**config.mk**
```make
export PLATFORM = sky130hd
export DESIGN_NAME = io_bus_fabric
export DESIGN_NICKNAME = d
export VERILOG_FILES = /design/src/rtl/io_bus_pkg.sv /design/src/rtl/io_addr_decoder.sv /design/src/rtl/io_bus_fabric.sv
export SDC_FILE = /design/constraint.sdc
export NUM_CORES = 1
export LEC_CHECK = 0
export CORE_UTILIZATION = 36
export DETAILED_ROUTE_END_ITERATION = 12
export PLACE_DENSITY = 0.88
export SLEW_MARGIN = 20
export SYNTH_ARGS = -nofsm -noshare
export SYNTH_HDL_FRONTEND = slang
export SYNTH_HIERARCHICAL = 1
export SYNTH_SLANG_ARGS = --single-unit
```
**constraint.sdc**
```tcl
create_clock -name clk -period 4.3 [get_ports clk]
set_input_delay 0.86 -clock clk [delete_from_list [all_inputs] [get_ports clk]]
set_output_delay 0.86 -clock clk [all_outputs]
set_load 0.005 [all_outputs]
```
**src/rtl/io_bus_pkg.sv**
```systemverilog
// rtl/io_bus_pkg.sv - shared constants, types and states for the I/O bus fabric
package io_bus_pkg;

    localparam int ID_W   = 11;
    localparam int OFS_W  = 4;
    localparam int DATA_W = 16;

    localparam logic [ID_W-1:0] ID_SIMPLE_IO = 11'h7FF;
    localparam logic [ID_W-1:0] ID_UART      = 11'h7FE;
    localparam logic [ID_W-1:0] ID_VGA       = 11'h7FD;
    localparam logic [ID_W-1:0] ID_ROM       = 11'h7FC;
    localparam logic [ID_W-1:0] ID_AUDIO     = 11'h7FB;
    localparam logic [ID_W-1:0] ID_KEYBOARD  = 11'h7FA;

    // Slot 0 sits in the least significant 11 bits.
    localparam logic [8*ID_W-1:0] DEFAULT_DEV_ID = {
        11'h7F8, 11'h7F9, ID_KEYBOARD, ID_AUDIO,
        ID_ROM, ID_VGA, ID_UART, ID_SIMPLE_IO
    };

    typedef enum logic [1:0] {
        IDLE,
        HAZ,
        ACC,
        WAIT
    } state_e;

    typedef struct packed {
        logic              valid;
        logic              rd;
        logic              wr;
        logic              io_space;
        logic [ID_W-1:0]   id;
        logic [OFS_W-1:0]  offset;
        logic [DATA_W-1:0] wdata;
    } req_t;

endpackage

```
**src/rtl/io_addr_decoder.sv**
```systemverilog
// rtl/io_addr_decoder.sv - combinational device-ID match producing a one-hot slot select
module io_addr_decoder
    import io_bus_pkg::*;
#(
    parameter int                       NUM_DEV = 8,
    parameter logic [NUM_DEV*ID_W-1:0]  DEV_ID  = DEFAULT_DEV_ID
) (
    input  logic [ID_W-1:0]    id_i,
    output logic [NUM_DEV-1:0] select_o,
    output logic               hit_o
);

    // Scanning downwards lets the lowest matching slot overwrite any higher one.
    always_comb begin
        select_o = '0;
        hit_o    = 1'b0;
        for (int i = NUM_DEV - 1; i >= 0; i--) begin
            if (id_i == DEV_ID[i*ID_W +: ID_W]) begin
                select_o    = '0;
                select_o[i] = 1'b1;
                hit_o       = 1'b1;
            end
        end
    end

endmodule

```
**src/rtl/io_bus_fabric.sv**
```systemverilog
// rtl/io_bus_fabric.sv - Stage 2/3 I/O fabric with wait states, timeout, RAW interlock and error count
module io_bus_fabric
    import io_bus_pkg::*;
#(
    parameter int                       NUM_DEV       = 8,
    parameter logic [NUM_DEV*ID_W-1:0]  DEV_ID        = DEFAULT_DEV_ID,
    parameter int                       TIMEOUT       = 15,
    parameter logic [DATA_W-1:0]        UNMAPPED_DATA = 16'hFFFF
) (
    input  logic                      clk,
    input  logic                      clk_en,
    input  logic                      reset,
    input  logic [15:0]               io_addr,
    input  logic [DATA_W-1:0]         io_wdata,
    input  logic                      io_read_req,
    input  logic                      io_write_req,
    output logic                      io_stall,
    output logic [DATA_W-1:0]         io_rdata,
    output logic                      io_err,
    output logic [15:0]               err_count,
    output logic [NUM_DEV-1:0]        dev_select,
    output logic [OFS_W-1:0]          dev_offset,
    output logic                      dev_read_req,
    output logic                      dev_write_req,
    output logic [DATA_W-1:0]         dev_wdata,
    input  logic [NUM_DEV*DATA_W-1:0] dev_rdata,
    input  logic [NUM_DEV-1:0]        dev_ready
);

    localparam logic [7:0] TO_CNT = 8'(TIMEOUT);

    state_e            state_q, state_d;
    req_t              r_q, r_d;
    logic [7:0]        wait_q, wait_d;
    logic [15:0]       err_q, err_d;

    logic [NUM_DEV-1:0] sel;
    logic               dec_hit;
    logic               hit;
    logic [DATA_W-1:0]  sel_rdata;
    logic               sel_ready;
    logic               busy, timed_out, miss, complete, acc_err, stall;
    logic               strobe_en, new_rd, new_valid, raw_haz;

    io_addr_decoder #(
        .NUM_DEV (NUM_DEV),
        .DEV_ID  (DEV_ID)
    ) u_dec (
        .id_i     (r_q.id),
        .select_o (sel),
        .hit_o    (dec_hit)
    );

    // An address outside I/O space can never reach a device.
    assign hit = dec_hit && r_q.io_space;

    always_comb begin
        sel_rdata = '0;
        sel_ready = 1'b0;
        for (int i = 0; i < NUM_DEV; i++) begin
            if (sel[i]) begin
                sel_rdata = sel_rdata | dev_rdata[i*DATA_W +: DATA_W];
                sel_ready = sel_ready | dev_ready[i];
            end
        end
    end

    always_comb begin
        busy      = r_q.valid && (state_q == ACC || state_q == WAIT);
        miss      = busy && !hit;
        timed_out = busy && hit && !sel_ready && (state_q == WAIT) && (wait_q == TO_CNT);
        complete  = busy && (!hit || sel_ready || timed_out);
        acc_err   = miss || timed_out;
        stall     = (state_q == HAZ) || (busy && !complete);
    end

    // Outputs are forced low while reset is asserted so an aborted write never commits.
    always_comb begin
        strobe_en     = busy && hit && !reset;
        dev_select    = strobe_en ? sel : '0;
        dev_read_req  = strobe_en && r_q.rd;
        dev_write_req = strobe_en && r_q.wr;
        dev_offset    = strobe_en ? r_q.offset : '0;
        dev_wdata     = (strobe_en && r_q.wr) ? r_q.wdata : '0;
        io_stall      = stall && !reset;
        io_err        = acc_err && !reset;
        io_rdata      = '0;
        if (!reset && complete && r_q.rd) begin
            io_rdata = acc_err ? UNMAPPED_DATA : sel_rdata;
        end
        err_count     = reset ? '0 : err_q;
    end

    always_comb begin
        state_d   = state_q;
        r_d       = r_q;
        wait_d    = wait_q;
        err_d     = err_q;
        new_valid = io_read_req || io_write_req;
        new_rd    = io_read_req && !io_write_req;
        raw_haz   = new_rd && complete && r_q.wr && hit && io_addr[15]
                    && (io_addr[14:4] == r_q.id);

        if (acc_err && err_q != 16'hFFFF) begin
            err_d = err_q + 16'd1;
        end

        if (!stall) begin
            r_d.valid    = new_valid;
            r_d.rd       = new_rd;
            r_d.wr       = io_write_req;
            r_d.io_space = io_addr[15];
            r_d.id       = io_addr[14:4];
            r_d.offset   = io_addr[3:0];
            r_d.wdata    = io_wdata;
            wait_d       = 8'd0;
            if (!new_valid) begin
                state_d = IDLE;
            end else if (raw_haz) begin
                state_d = HAZ;
            end else begin
                state_d = ACC;
            end
        end else begin
            case (state_q)
                HAZ:     state_d = ACC;
                ACC: begin
                    state_d = WAIT;
                    wait_d  = 8'd1;
                end
                WAIT:    wait_d = wait_q + 8'd1;
                default: state_d = IDLE;
            endcase
        end
    end

    always_ff @(posedge clk) begin
        if (clk_en) begin
            if (reset) begin
                state_q <= IDLE;
                r_q     <= '0;
                wait_q  <= 8'd0;
                err_q   <= 16'd0;
            end else begin
                state_q <= state_d;
                r_q     <= r_d;
                wait_q  <= wait_d;
                err_q   <= err_d;
            end
        end
    end

endmodule

```
== After elaboration in Yosys (flattened, before gate mapping) ==
Cells that the tools add are included.

* Add/sub/neg operators: 2
* Equal/unequal tests: 17
* Reductions and logical operators: 40
* Multiplexer cells: 45
* Bitwise gates (word level): 15

{| class="wikitable"
|+ Operators with widths
! operator !! number
|-
| $mux W16 || 13
|-
| $or A16 B16 Y16 || 7
|-
| $eq A11 B11 Y1 const B || 8
|-
| $mux W8 || 9
|-
| $mux W35 || 1
|-
| $logic_and A1 B1 Y1 || 23
|-
| $add A16 B1 Y16 const B || 1
|-
| $mux W1 || 16
|-
| $ne A16 B16 Y1 const B || 1
|-
| $pmux W8 S2 || 1
|-
| $eq A11 B11 Y1 || 1
|-
| $add A8 B1 Y8 const B || 1
|-
| $eq A8 B4 Y1 const B || 1
|-
| $reduce_and A2 Y1 || 4
|-
| $or A1 B1 Y1 || 7
|-
| $logic_or A1 B1 Y1 || 6
|-
| $mux W2 || 3
|-
| $pmux W2 S3 || 1
|-
| $logic_not A1 Y1 || 5
|-
| $eq A2 B2 Y1 const B || 2
|-
| $mux W4 || 1
|-
| $ne A4 B2 Y1 const B || 1
|-
| $ne A3 B3 Y1 const B || 1
|-
| $eq A2 B1 Y1 const B || 1
|-
| 4 further kinds || 4
|}

* Flip-flop bits (word level): 61

== Depth between registers and ports, before layout ==
* Depth after elaboration: 38
* Gate-level depth with buffers: 9
* Depth with buffers taken out: 7

== Modules after synthesis ==
Netlist, hierarchy kept.

{| class="wikitable"
|+ Modules (own cells, without submodules)
! module !! area each (µm²) !! sequential area each (µm²) !! cells each !! instances
|-
| io_bus_fabric || 4,025.1 || 1,831.8 || 384 || 1
|-
| io_addr_decoder || 113.9 || 0.0 || 17 || 1
|}

== Worst setup path before layout ==
OpenSTA, ideal clock, no wires.

* Path type: reg2reg
* Start: register r_q[20] in the netlist's numbering
* End: register r_q[0] in the netlist's numbering, enable pin
* Data arrival time: 3.355 ns
* Clock period less this slack: 3.782 ns
* Path buffers: 2
* Path slack: 0.518 ns
* Stages on the path, launching flop included: 10
* Setup time: 0.428 ns
* Data required time: 3.872 ns
* Path through: edfxtp_1 > nand4b_1 > nor4_1 > clkbuf_1 > a22oi_1 > and4_1 > a31oi_4 > nor2_2 > buf_6 > nor2_1

* Elaborated cells between the ends (all ways): 54

{| class="wikitable"
|+ RTL lines
! element !! RTL line !! RTL
|-
| from (decl) || io_bus_fabric.sv:33 || <nowiki>req_t r_q, r_d;</nowiki>
|-
| from (signal assigned) || io_bus_fabric.sv:146 || <nowiki>r_q <= r_d;</nowiki>
|-
| $eq A11 B11 Y1 || io_addr_decoder.sv:18 || <nowiki>if (id_i == DEV_ID[i*ID_W +: ID_W]) begin</nowiki>
|-
| $mux W8 (7 in series) || io_addr_decoder.sv:18 ||
|-
| $mux W8 (*) || io_addr_decoder.sv:18 ||
|-
| named net sel[7] || io_bus_fabric.sv:37 || <nowiki>logic [NUM_DEV-1:0] sel;</nowiki>
|-
| $mux W1 (*) || io_bus_fabric.sv:61 || <nowiki>if (sel[i]) begin</nowiki>
|-
| $logic_not A1 Y1 || io_bus_fabric.sv:71 || <nowiki>timed_out = busy && hit && !sel_ready && (state_q == WAIT) && (wait_q == TO_CNT);</nowiki>
|-
| $logic_and A1 B1 Y1 (3 in series) || io_bus_fabric.sv:71 ||
|-
| $logic_or A1 B1 Y1 (*) || io_bus_fabric.sv:72 || <nowiki>complete = busy && (!hit || sel_ready || timed_out);</nowiki>
|-
| $logic_and A1 B1 Y1 (*) || io_bus_fabric.sv:72 ||
|-
| $logic_not A1 Y1 (*) || io_bus_fabric.sv:74 || <nowiki>stall = (state_q == HAZ) || (busy && !complete);</nowiki>
|-
| $logic_and A1 B1 Y1 (*) || io_bus_fabric.sv:74 ||
|-
| $logic_or A1 B1 Y1 (*) || io_bus_fabric.sv:74 ||
|-
| $ne A2 B2 Y1 (no line) (*) || -- ||
|-
| $reduce_and A2 Y1 (no line) (*) || -- ||
|}

Mark *: on every way through the listed nets, which the timed path passes. The rest lies on a longest branch.
A chain may end at the register's enable or synchronous reset.

== Final worst setup path ==
* Start: register r_q[20] in the netlist's numbering
* End: output port io_rdata[1]

* Elaborated cells between the ends (all ways): 70

{| class="wikitable"
|+ RTL lines
! element !! RTL line !! RTL
|-
| $eq A11 B11 Y1 || io_addr_decoder.sv:18 ||
|-
| $mux W8 (7 in series) || io_addr_decoder.sv:18 ||
|-
| $mux W8 (*) || io_addr_decoder.sv:18 ||
|-
| named net sel[7] || io_bus_fabric.sv:37 ||
|-
| $mux W1 || io_bus_fabric.sv:61 ||
|-
| $logic_not A1 Y1 || io_bus_fabric.sv:71 ||
|-
| $logic_and A1 B1 Y1 (3 in series) || io_bus_fabric.sv:71 ||
|-
| $logic_or A1 B1 Y1 || io_bus_fabric.sv:72 ||
|-
| $logic_and A1 B1 Y1 || io_bus_fabric.sv:72 ||
|-
| $logic_and A1 B1 Y1 (2 in series) || io_bus_fabric.sv:88 || <nowiki>if (!reset && complete && r_q.rd) begin</nowiki>
|-
| $mux W16 (*) || io_bus_fabric.sv:88 ||
|-
| to (decl) || io_bus_fabric.sv:18 || <nowiki>output logic [DATA_W-1:0] io_rdata,</nowiki>
|}

Marks and branches as above.

==> metrics.cfg <==
[route]
num_vias = 4390
drt-pass1-iter-count = 5
drt_iter0_drc = 269
wl_per_cell_um = 21.9
postRouteAntennaNets = 0
drc = 0
routed_wl_um = 17000
viasPerCell = 5.66

[setup_path]
crit_chain = nand4b_1, nor4_2, a22oi_1, and4_1, nor2b_4, o21bai_4, a31oi_1, clkdlybuf4s50_1
path_class = flop to output pin
crit_path_max_fanout = 18
crit_family = simple AND/OR/NAND/NOR gates
reg2reg_slack_ns = 1.13
reg2regPathDepth = 6
r2r-end = r_q[26]
cp_slowest_cell = clkdlybuf4s50_1
cp.required_ns = 3.44
arrival_ns = 3.21
timing.rr.start = state_q[1]
cp-end-kind = output pin
critPathMaxStageDelay_ns = 0.50
cp-start-kind = flop
critPathBufInv = 1

[power]
p_total_uw = 1760
p_leak_uw = 0.00245
p_per_area_nw_per_um2 = 252
vdd_drop_max_mv = 0.281

[timing]
slew_headroom_pct = 34.0
setup_violations = 0
slew_violations = 0
whs_ns = 0.632
worst_pin_slew_ns = 0.987
fin_tns_setup_ns = 0
period_minus_slack_ns = 4.07
rsz0062_at_grt = no
min_period_over_period_pct = 94.7
fmax_mhz = 245
hold_violations = 0
fin_skew_ns = 0.00914

[synth]
synth_fp_nets = 580
yosysWarningCount = 6
synth_cell_type_count = 43
synth_edf_count = 61
synth-async-reset-ratio_pct = 0
ys_dominant_reg_cell = edfxtp_1
syn_avg_cell_area_um2 = 10.3
synth-seq-cells = 61
netlist_area_um2 = 4140
postSynthCellCount = 401
yosysSeqAreaShare_pct = 44.3

[clocking]
htree_levels = 3
post-cts-setup-buffer-count = 0
cts_tree = done
cts_resized = 0
holdBufCountCts = 0
clock_latency_ns = 0.33
cts_made_buffers = 9
path_clk_slew_ns = 0.05
root_buffer = clkbuf_16
clockBufferDepth = 2
numClockSinks = 61

[min_path]
holdPathStages = 2
hold_path_startpoint = err_q[15]
holdPathEnd = err_q[15]
hp-class = flop to flop

[floorplanning]
io_pins = 237
initial_core_util_pct = 37.5
core_area_um2 = 11000
die_area_um2 = 11900
dieHeight_um = 109
die-width_um = 109
rows = 38

[final_layout]
final_cell_mix = clkdlybuf4s50_1 (235), edfxtp_1 (61), nor2b_1 (49)
area_growth_pct = 68.9
layout_commonest_cell = clkdlybuf4s50_1
seq_area_um2 = 1830
drive_gt1_share_pct = 7.11
final_nets = 807
utilization_pct = 63.4
fill_cells = 879
multiInputGateArea_um2 = 2200

[run]
cap_viol_max_count = 0

[global_routing]
grt_pass1_vias = 4501
grt_antenna_before_repair = 2
grt_overflow = 0
grt_max_degree = 67
grt_use_total_pct = 28.3
grt_pass1_wl_um = 24600

[placed_design]
hpwl_um = 12900
numPortBuffers = 236
gp_congestion = 0.972

[status]
outcome = finished, final reports clean

==> worst min-delay path: cells and delay by family, from the launching register on <==
| family | cells | cell delay, ns |
|---|---|---|
| flip-flops | 1 | 0.36 |
| XOR/XNOR | 1 | 0.07 |
| AND/OR/NAND/NOR | 1 | 0.09 |
==> worst max-delay path by stage <==
| stage | slack [ns] | startpoint | cells past startpoint | end |
|---|---|---|---|---|
| detailed placement | 0.49 | dev_ready[6] | 7 | io_rdata[1] |
| CTS | 0.26 | r_q[30] | 7 | dev_wdata[8] |
| floorplan | 0.52 | r_q[20] | 9 | r_q[0] |
| global placement | 0.53 | dev_ready[6] | 7 | io_rdata[1] |
| global route | 0.12 | r_q[23] | 7 | dev_read_req |
| finish | 0.23 | r_q[20] | 8 | io_rdata[1] |
==> layout make-up <==
| cell class | count | share of cell area [%] |
|---|---|---|
| Timing Repair Buffer | 248 | 35.0 |
| Multi-Input combinational cell | 301 | 31.5 |
| Sequential cell | 61 | 26.2 |
| Clock buffer | 10 | 3.27 |
| Tap cell | 140 | 2.51 |
| Clock inverter | 6 | 1.11 |
| Inverter | 7 | 0.376 |
| Antenna cell | 2 | 0.0716 |
==> metal layers <==
layer  wire length [um]  share of wire [%]  vias up  global-route usage, %
li1                   -                  -     2003                      -
met1               5990                 35     2107                   27.5
met2               8810                 52      236                   53.7
met3               1510                8.9       44                   8.49
met4                652                3.8        0                   14.1
met5                  0                  0        -                      0
==> power by group <==
part,internal [uW],switching [uW]
sequential,699,28.5
combinational,190,98.6
clock,500,247
==> cell usage after synthesis (2+ instances only) <==
master | count | area share [%]
a21oi_1 | 4 | 0.48
inv_1 | 7 | 0.63
xor2_1 | 14 | 3.0
edfxtp_1 | 61 | 44
nand3_1 | 10 | 1.2
nor2b_1 | 49 | 7.4
o21ai_0 | 3 | 0.36
a22oi_1 | 4 | 0.73
a221oi_1 | 32 | 6.8
nor3b_1 | 2 | 0.36
ha_1 | 6 | 1.8
buf_6 | 3 | 0.82
a31oi_1 | 16 | 2.4
and3_1 | 25 | 3.8
and2_1 | 14 | 2.1
clkbuf_1 | 26 | 2.4
nor2_1 | 25 | 2.3
xnor2_1 | 15 | 3.2
nor3_1 | 4 | 0.48
a22o_1 | 32 | 6.8
or3_1 | 2 | 0.30
and4_1 | 2 | 0.42
nand4b_1 | 2 | 0.42
buf_1 | 2 | 0.18
nor4_1 | 9 | 1.4
nand2_1 | 9 | 0.82
nand4_1 | 7 | 1.1
==> sequential cells by signal (all words and copies together), names as in the netlist <==
signal   count
r_q         35
state_q      2
err_q       16
wait_q       8
==> cells by family (layout without fill, tap and decap cells) <==
kind of cell,Yosys count,count (layout),share of synthesized area (%)
AOI/OAI and AO/OA,99,99,19.9
xor gates and xnor gates,29,29,6.14
adders and majority gates,6,6,1.81
buffers and inverters,39,271,4.11
DFF,61,61,44.3
other,0,2,0
and+or+nand+nor,167,167,23.8
==> metrics by stage <==
step,std cells,setup slack [ns],cell area [um2]
floorplan,401,0.518,4140
global placement,757,0.531,6680
detailed placement,757,0.485,6680
CTS,773,0.257,6990
global route,775,0.124,6990
finish,775,0.226,6990
(Power assumes the default switching activity.)
